File: src/rtl/core_sequencer.sv
// rtl/core_sequencer.sv - multi-cycle fetch/execute/memwait sequencer owning the PC and commit strobe
module core_sequencer #(
    parameter int PW      = 10,
    parameter int IW      = 9,
    parameter int TW      = 8,
    parameter int MEM_LAT = 2,
    parameter int CW      = 16
) (
    input  logic          Clk,
    input  logic          Reset,
    input  logic          Start,
    input  logic [IW-1:0] Instruction,
    input  logic          BranchUp,
    input  logic          BranchDown,
    input  logic [TW-1:0] PCTarget,
    input  logic          Ack,
    output logic [PW-1:0] PC,
    output logic          CommitEn,
    output logic          MemEn,
    output logic          Busy,
    output logic          Done,
    output logic [CW-1:0] CycleCount
);

    typedef enum logic [2:0] {
        S_IDLE,
        S_FETCH,
        S_EXEC,
        S_MEMWAIT,
        S_DONE
    } state_t;

    localparam int WW = (MEM_LAT > 1) ? $clog2(MEM_LAT) : 1;
    localparam logic [PW-1:0] PC_ONE = 1;
    localparam logic [WW-1:0] W_ONE  = 1;
    localparam logic [WW-1:0] W_INIT = WW'(MEM_LAT - 1);

    state_t        state;
    state_t        state_next;
    logic [WW-1:0] wait_cnt;
    logic          is_lw;
    logic          wait_done;
    logic [PW-1:0] pc_offset;
    logic          unused_ok;

    assign is_lw     = (Instruction[IW-1:IW-5] == 5'b00010);
    assign wait_done = (wait_cnt == '0);
    assign pc_offset = {{(PW-TW){1'b0}}, PCTarget};
    assign unused_ok = ^Instruction[IW-6:0];

    always_ff @(posedge Clk or posedge Reset) begin
        if (Reset) begin
            state <= S_IDLE;
        end else begin
            state <= state_next;
        end
    end

    always_comb begin
        state_next = state;
        case (state)
            S_IDLE:    if (Start) state_next = S_FETCH;
            S_FETCH:   state_next = S_EXEC;
            S_EXEC: begin
                if (Ack)        state_next = S_DONE;
                else if (is_lw) state_next = S_MEMWAIT;
                else            state_next = S_FETCH;
            end
            S_MEMWAIT: if (wait_done) state_next = S_FETCH;
            S_DONE:    if (Start) state_next = S_FETCH;
            default:   state_next = S_IDLE;
        endcase
    end

    // Strobes depend only on state plus the decoder's view of the current instruction.
    always_comb begin
        CommitEn = 1'b0;
        MemEn    = 1'b0;
        Busy     = 1'b0;
        Done     = 1'b0;
        case (state)
            S_FETCH: Busy = 1'b1;
            S_EXEC: begin
                Busy     = 1'b1;
                CommitEn = !Ack && !is_lw;
                MemEn    = !Ack && is_lw;
            end
            S_MEMWAIT: begin
                Busy     = 1'b1;
                MemEn    = 1'b1;
                CommitEn = wait_done;
            end
            S_DONE:  Done = 1'b1;
            default: ;
        endcase
    end

    always_ff @(posedge Clk or posedge Reset) begin
        if (Reset) begin
            PC         <= '0;
            CycleCount <= '0;
            wait_cnt   <= '0;
        end else begin
            case (state)
                S_IDLE, S_DONE: begin
                    if (Start) begin
                        PC         <= '0;
                        CycleCount <= '0;
                    end
                end
                S_EXEC: begin
                    if (!Ack && is_lw) begin
                        wait_cnt <= W_INIT;
                    end else if (!Ack) begin
                        if (BranchDown)    PC <= PC + pc_offset;
                        else if (BranchUp) PC <= PC - pc_offset;
                        else               PC <= PC + PC_ONE;
                    end
                end
                S_MEMWAIT: begin
                    if (wait_done) PC <= PC + PC_ONE;
                    else           wait_cnt <= wait_cnt - W_ONE;
                end
                default: ;
            endcase
            if (Busy && (CycleCount != '1)) begin
                CycleCount <= CycleCount + 1'b1;
            end
        end
    end

endmodule

File: config.mk
export PLATFORM = sky130hd
export DESIGN_NAME = core_sequencer
export DESIGN_NICKNAME = d
export VERILOG_FILES = /design/src/rtl/core_sequencer.sv
export SDC_FILE = /design/constraint.sdc
export NUM_CORES = 1
export LEC_CHECK = 0
export CORE_MARGIN = 2
export CORE_UTILIZATION = 48
export CTS_BUF_LIST = sky130_fd_sc_hd__clkbuf_8
export DETAILED_ROUTE_END_ITERATION = 6
export PLACE_DENSITY = 0.74
export REMOVE_ABC_BUFFERS = 1
export SLEW_MARGIN = 10
export SYNTH_ARGS = -nofsm -noshare
export SYNTH_HDL_FRONTEND = slang
export SYNTH_SLANG_ARGS = --single-unit
File: constraint.sdc
create_clock -name Clk -period 2.4 [get_ports Clk]
set_input_delay 0.36 -clock Clk [delete_from_list [all_inputs] [get_ports Clk]]
set_output_delay 0.36 -clock Clk [all_outputs]
set_load 0.03 [all_outputs]
# Yosys cells after proc, flatten, opt, wreduce, memory -nomap -nowiden
# Cells that the tools add are included.
# W data, S select, Z words.
[op_classes]
addsub = 5
n_eq_ne = 11
mux = 22
bitwise = 1
reduce_logical = 16
[op_table]
columns = ["op", "count"]
rows = [
  ["$mux W10", 6],
  ["$mux W16", 3],
  ["$pmux W10 S3", 1],
  ["$add A16 B1 Y16 const B", 1],
  ["$ne A16 B16 Y1 const B", 1],
  ["$pmux W3 S4", 1],
  ["$add A10 B1 Y10 const B", 1],
  ["$add A10 B8 Y10", 1],
  ["$sub A10 B8 Y10", 1],
  ["$mux W3", 3],
  ["$ne A2 B2 Y1 const B", 4],
  ["$eq A3 B2 Y1 const B", 2],
  ["$pmux W1 S2", 3],
  ["$reduce_and A2 Y1", 3],
  ["$reduce_bool A2 Y1", 3],
  ["$eq A5 B2 Y1 const B", 1],
  ["$reduce_and A5 Y1", 1],
  ["$mux W1", 4],
  ["$eq A3 B1 Y1 const B", 1],
  ["$eq A3 B3 Y1 const B", 1],
  ["$logic_and A1 B1 Y1", 3],
  ["$logic_not A3 Y1", 1],
  ["$reduce_bool A3 Y1", 1],
  ["$reduce_or A3 Y1", 1],
  ["other kinds (6)", 7],
]
[word_totals]
ff_bits = 30
inputBits = 23
out_inout_bits = 30
wordCells = 59

# Longest topological paths before layout
[depth]
depth_word = 6
mapped_depth = 10
mapped_depth_nobuf = 10

# Worst setup path before layout
# OpenSTA, ideal clock, no wires.
[synth_timing]
kind = "register to register"
start = "register PC[0]"
end = "register PC[8]"
setup_ns = 0.069
arrival_ns = 2.379
required_ns = 2.331
setup_slack_ns = -0.048
path_stages_with_launch = 11
n_path_buf = 0
synth_period_minus_slack_ns = 2.448
cell_sequence = "dfrtp_1 inv_1 ha_1 inv_1 fa_1 a21o_1 a311oi_1 o21bai_1 a31oi_1 mux2_2 nand3_1"
[synth_via]
elab_chain_cells = 6
elab_cells_between_ends = 9
classes_between = "add/sub (3); mux (6)"
[synth_rtl]
columns = ["item", "line_no", "source"]
rows = [
  ["from (decl)", "17", "output logic [PW-1:0] PC,"],
  ["from (signal assigned)", "115", "if (BranchDown) PC <= PC + pc_offset;"],
  ["from (signal assigned)", "116", "else if (BranchUp) PC <= PC - pc_offset;"],
  ["from (signal assigned)", "117", "else PC <= PC + PC_ONE;"],
  ["$add A10 B1 Y10 or $sub A10 B8 Y10 (tied branches)", "117, 121, 116", ""],
  ["$mux W10", "116", ""],
  ["$mux W10", "115", ""],
  ["$mux W10", "114", "end else if (!Ack) begin"],
  ["$mux W10", "112", "if (!Ack && is_lw) begin"],
  ["$pmux W10 S3 *", "104", "case (state)"],
]
# Mark *: on every way between the ends. The rest lies on a longest branch, timed or not. The select of a mux whose other input is x is not followed.
# A chain may end at the register's enable or synchronous reset.

# Worst setup path after layout
# Ends and elaborated chain as after synthesis.

==> PnR_summary.wiki <==
{| class="wikitable"
! Metric !! Value
|-
| Critical path, cell by cell || inv_2, ha_4, inv_2, fa_2, a21o_1, a311oi_2, o21bai_1, a31oi_1, mux2_2, nand3_2
|-
| Reg2reg end || PC[8]$_DFFE_PP0P_
|-
| Final-stage net count || 467
|-
| Number of cells on the worst reg-to-reg path || 10
|-
| Die X-Extent || 77.6 um
|-
| Synthesized instance count || 332
|-
| Clock tree sinks || 30
|-
| Cell class contributing the biggest share of worst-path delay || compound AO/OA/AOI/OAI gates
|-
| Clock tree root driver cell || sky130_fd_sc_hd__clkbuf_8
|-
| Number of iterations in the first detailed-routing pass || 4
|-
| Count of input and output buffers || 48
|-
| Synth unique cells || 56
|-
| Type of element capturing the critical path || register
|-
| Synthesized area divided by synthesized cell count || a little under 8 um2
|-
| First-pass GRT wire length || approximately 12,000 um
|-
| Switching component of the power || approximately 1.5 mW
|-
| Core region area || a little over 5000 um2
|-
| RePlAce Congestion || between 0.9 and 1
|-
| Leakage power || 1.72 nW
|-
| Post-synth design cell area || around 2600 um2
|-
| Number of cell rows || 26
|-
| Number of instances in the placed design || between 400 and 500
|-
| Number of buffers added by the clock tree synthesis step || 5
|-
| Internal Pwr Total || between 1.5 and 2 mW
|-
| Final global-route overflow total || 0
|-
| GR Layer Usage met1 || between 30% and 40%
|-
| Final Hold Vio Count || 0
|-
| Outcome || finished clean
|-
| Worst EP required || between 2000 and 3000 ps
|-
| Drt drc || 0
|-
| Post-DRT Antenna Nets || 0
|-
| DRC marker count from the first detailed-route iteration || between 100 and 150
|-
| Smallest setup slack after layout || 62.4 ps
|-
| Tcrit/Tclk final || 97.4%
|-
| Half-perimeter wire length after detailed placement || 5650 um
|-
| Cell type with the highest occurrence count on the critical path || sky130_fd_sc_hd__inv_2
|-
| Hold-fix buffers, CTS || 0
|-
| Most used routing layer || met2
|-
| Largest net degree at the start of global routing || 31
|-
| Arrival @ worst endpoint || ~2600 ps
|-
| Final antenna diode count || 0
|-
| Final setup violation count || 0
|-
| Power density of the placed cells || 890 nW/um2
|-
| Async set-or-reset flop fraction in the synthesized netlist || between 90% and 100%
|-
| GR met3 Demand/Resource || under 10%
|-
| Utilization after layout || between 70% and 80%
|-
| Routed via count || 2,866
|-
| Number of global-route vias before repair || approximately 2,700
|-
| Number of vias per cell || slightly below 6
|-
| Max IR drop VDD || 434 uV
|-
| Type of the worst setup path || reg2reg
|-
| Maximum count of clock buffers along a single path || 2
|-
| Initial core utilization || 50.2%
|-
| Proportion of power drawn by combinational gates || a little over 60%
|-
| Clock latency reported for the late side of the worst-skew pair || about 280 ps
|-
| Share of final-layout standard cells stronger than drive strength 1 || 20.5%
|-
| Share of power burned in the clock network || around 16%
|-
| Setup repair after global routing missed its margin || true
|-
| Internal reg-to-reg setup slack || a little over 60 ps
|-
| Clock Skew || roughly 4.5 ps
|-
| Die Span Y || ~78 um
|-
| Portion of total power attributed to sequential cells || a little under a quarter
|-
| Clock transition at the registers of the reported paths || around 70 ps
|-
| Met2 track demand over resource in global routing || between 40% and 50%
|-
| I/O pin total || 53
|-
| Total wirelength of the detailed-routed design || 7390 um
|-
| Launching element type of the critical path || register
|-
| F_max || 428 MHz
|-
| Max-slew headroom at the worst pin || approximately 66%
|-
| Max stage delay on crit path || 390 ps
|-
| Worst slew pin tran || between 500 and 600 ps
|-
| Worst setup timing slack at the placement stage || -406 ps
|-
| Sequential fraction of the synthesis area || between 20 and 30%
|-
| Synthesis warning total || 0
|-
| Die area || 6020 um2
|-
| Maximum capacitance violations || 0
|-
| Max Slew Vio Count || 0
|-
| Top FF cell, synth || sky130_fd_sc_hd__dfrtp_1
|-
| Total routing usage reported by global routing || between 20% and 30%
|-
| Layout overhead on the synthesized area || 42.0%
|-
| Post-synth EDFFs || 0
|-
| TritonCTS clock tree || built
|-
| Count of state elements after synthesis || 30
|-
| Initial antenna violation count || 0
|-
| Reg-to-Reg Start || PC[0]$_DFFE_PP0P_
|-
| Htree depth || 2
|-
| Master of the slowest instance on the critical path || sky130_fd_sc_hd__dfrtp_1
|-
| Final routed wire length divided by cell count || 14.9 um
|-
| Clock period minus worst slack || approximately 2300 ps
|-
| Buf+Inv Stages, Crit Path || 2
|-
| Largest fanout of any net on the critical path || 3
|-
| Switching fraction of total power || a little under half
|-
| Post-route non-filler standard cell count || between 400 and 500
|-
| Path class of the lowest-slack min-delay path || in2async
|}
through the flow:
step | hold WS, ps | TNS (ps) | power (mW) | cell area (um2)
after floorplan | 451 | -91.8 | 1.87 | 2540
after global placement | 488 | -1620 | 2.61 | 3470
after detailed placement | 497 | -2030 | 2.66 | 3470
after CTS | 469 | -18.3 | 3.21 | 3610
after global routing | 529 | -51.4 | 3.52 | 3690
final | 451 | 0 | 3.29 | 3690
area by class of cell:
class,instances,area [um2]
Clock buffer,5,68.8
Sequential cell,30,751
Tap cell,70,87.6
Fill cell,430,1480
Multi-Input combinational cell,264,1780
Clock inverter,3,40.0
Inverter,24,90.1
Timing Repair Buffer,99,870
state kept, by name, indices dropped and copies added, names as in the netlist:
register and flops:
state 3, CycleCount 16, PC 10, wait_cnt 1
layout by cell type, fill, tap and decap left out, drive strengths merged, types with 5 or more instances in the layout:
cell type,count
nor2b,9
and3,7
nand2b,5
buf,53
nor3,11
nand3,11
a21oi,22
o21ai,31
dfrtp,30
a31oi,7
xnor2,5
nor2,28
clkbuf,5
inv,24
nand2,36
nand4,6
ha,18
mux2i,7
clkdlybuf4s50,43
cells by family after synthesis:
family / synth area share (%)
flops: 28.9
xor+xnor: 2.02
buf+inv: 5.63
fa+ha+maj: 10.2
mux: 3.13
simple gates: 26.1
compound gates: 24.0
worst reg2reg max path: cells and delay by family, from the launching register on:
kind | cells | cell delay (ps)
and+or+nand+nor | 1 | 60
DFF | 1 | 390
muxes | 1 | 360
AOI/OAI and AO/OA | 4 | 820
buffers and inverters | 2 | 120
adders and majority gates | 2 | 530
cell usage after synthesis (all sizes together), types with 3 or more instances:
master | instances | area share (%)
ha | 18 | 8.7
a22oi | 3 | 0.87
dfrtp | 30 | 29
nand2b | 5 | 1.2
and4 | 4 | 1.3
nand3 | 11 | 2.1
a21o | 4 | 1.2
a21oi | 22 | 4.2
a31o | 3 | 1.0
nand4 | 6 | 1.4
nor2 | 28 | 4.0
nand2 | 36 | 5.2
nor2b | 9 | 2.2
nor3 | 11 | 2.1
mux2i | 7 | 2.7
buf | 4 | 0.72
a31oi | 7 | 1.9
clkbuf | 10 | 1.4
o21bai | 3 | 0.87
xnor2 | 5 | 1.7
and3 | 7 | 1.7
o21ai | 31 | 6.0
inv | 24 | 3.5
nor3b | 4 | 1.3
worst max path at each step:
| stage | startpoint | endpoint | slack [ps] | cells after the start |
|---|---|---|---|---|
| 3_5_place_dp | PCTarget[0] | PC[8]$_DFFE_PP0P_ | -410 | 10 |
| 3_3_place_gp | PCTarget[0] | PC[8]$_DFFE_PP0P_ | -340 | 10 |
| 6_report | PC[0]$_DFFE_PP0P_ | PC[8]$_DFFE_PP0P_ | 60 | 10 |
| 5_1_grt | PC[0]$_DFFE_PP0P_ | PC[8]$_DFFE_PP0P_ | -50 | 10 |
| 4_1_cts | PCTarget[1] | PC[9]$_DFFE_PP0P_ | -20 | 10 |
| 2_1_floorplan | PC[0]$_DFFE_PP0P_ | PC[8]$_DFFE_PP0P_ | -50 | 10 |
per-layer routing:
metal  vias up  wire, um
met2       119      3740
met4         0       129
li1       1378         -
met1      1354      3110
met3        15       412
met5         -         0
power groups by stage:
stage	logic, mW	registers (mW)	clock network, mW
2_1_floorplan	0.902	0.964	0
3_3_place_gp	1.83	0.777	0
6_report	2.00	0.779	0.510
3_5_place_dp	1.88	0.781	0
4_1_cts	1.92	0.772	0.518
5_1_grt	2.18	0.800	0.544
what timing repair did:
action	in CTS	in global routing
pin swaps	3	8
buffers inserted	0	3
endpoints found under the setup margin	4	8
resized for setup	9	21
Power figures use the tool's default switching activity.
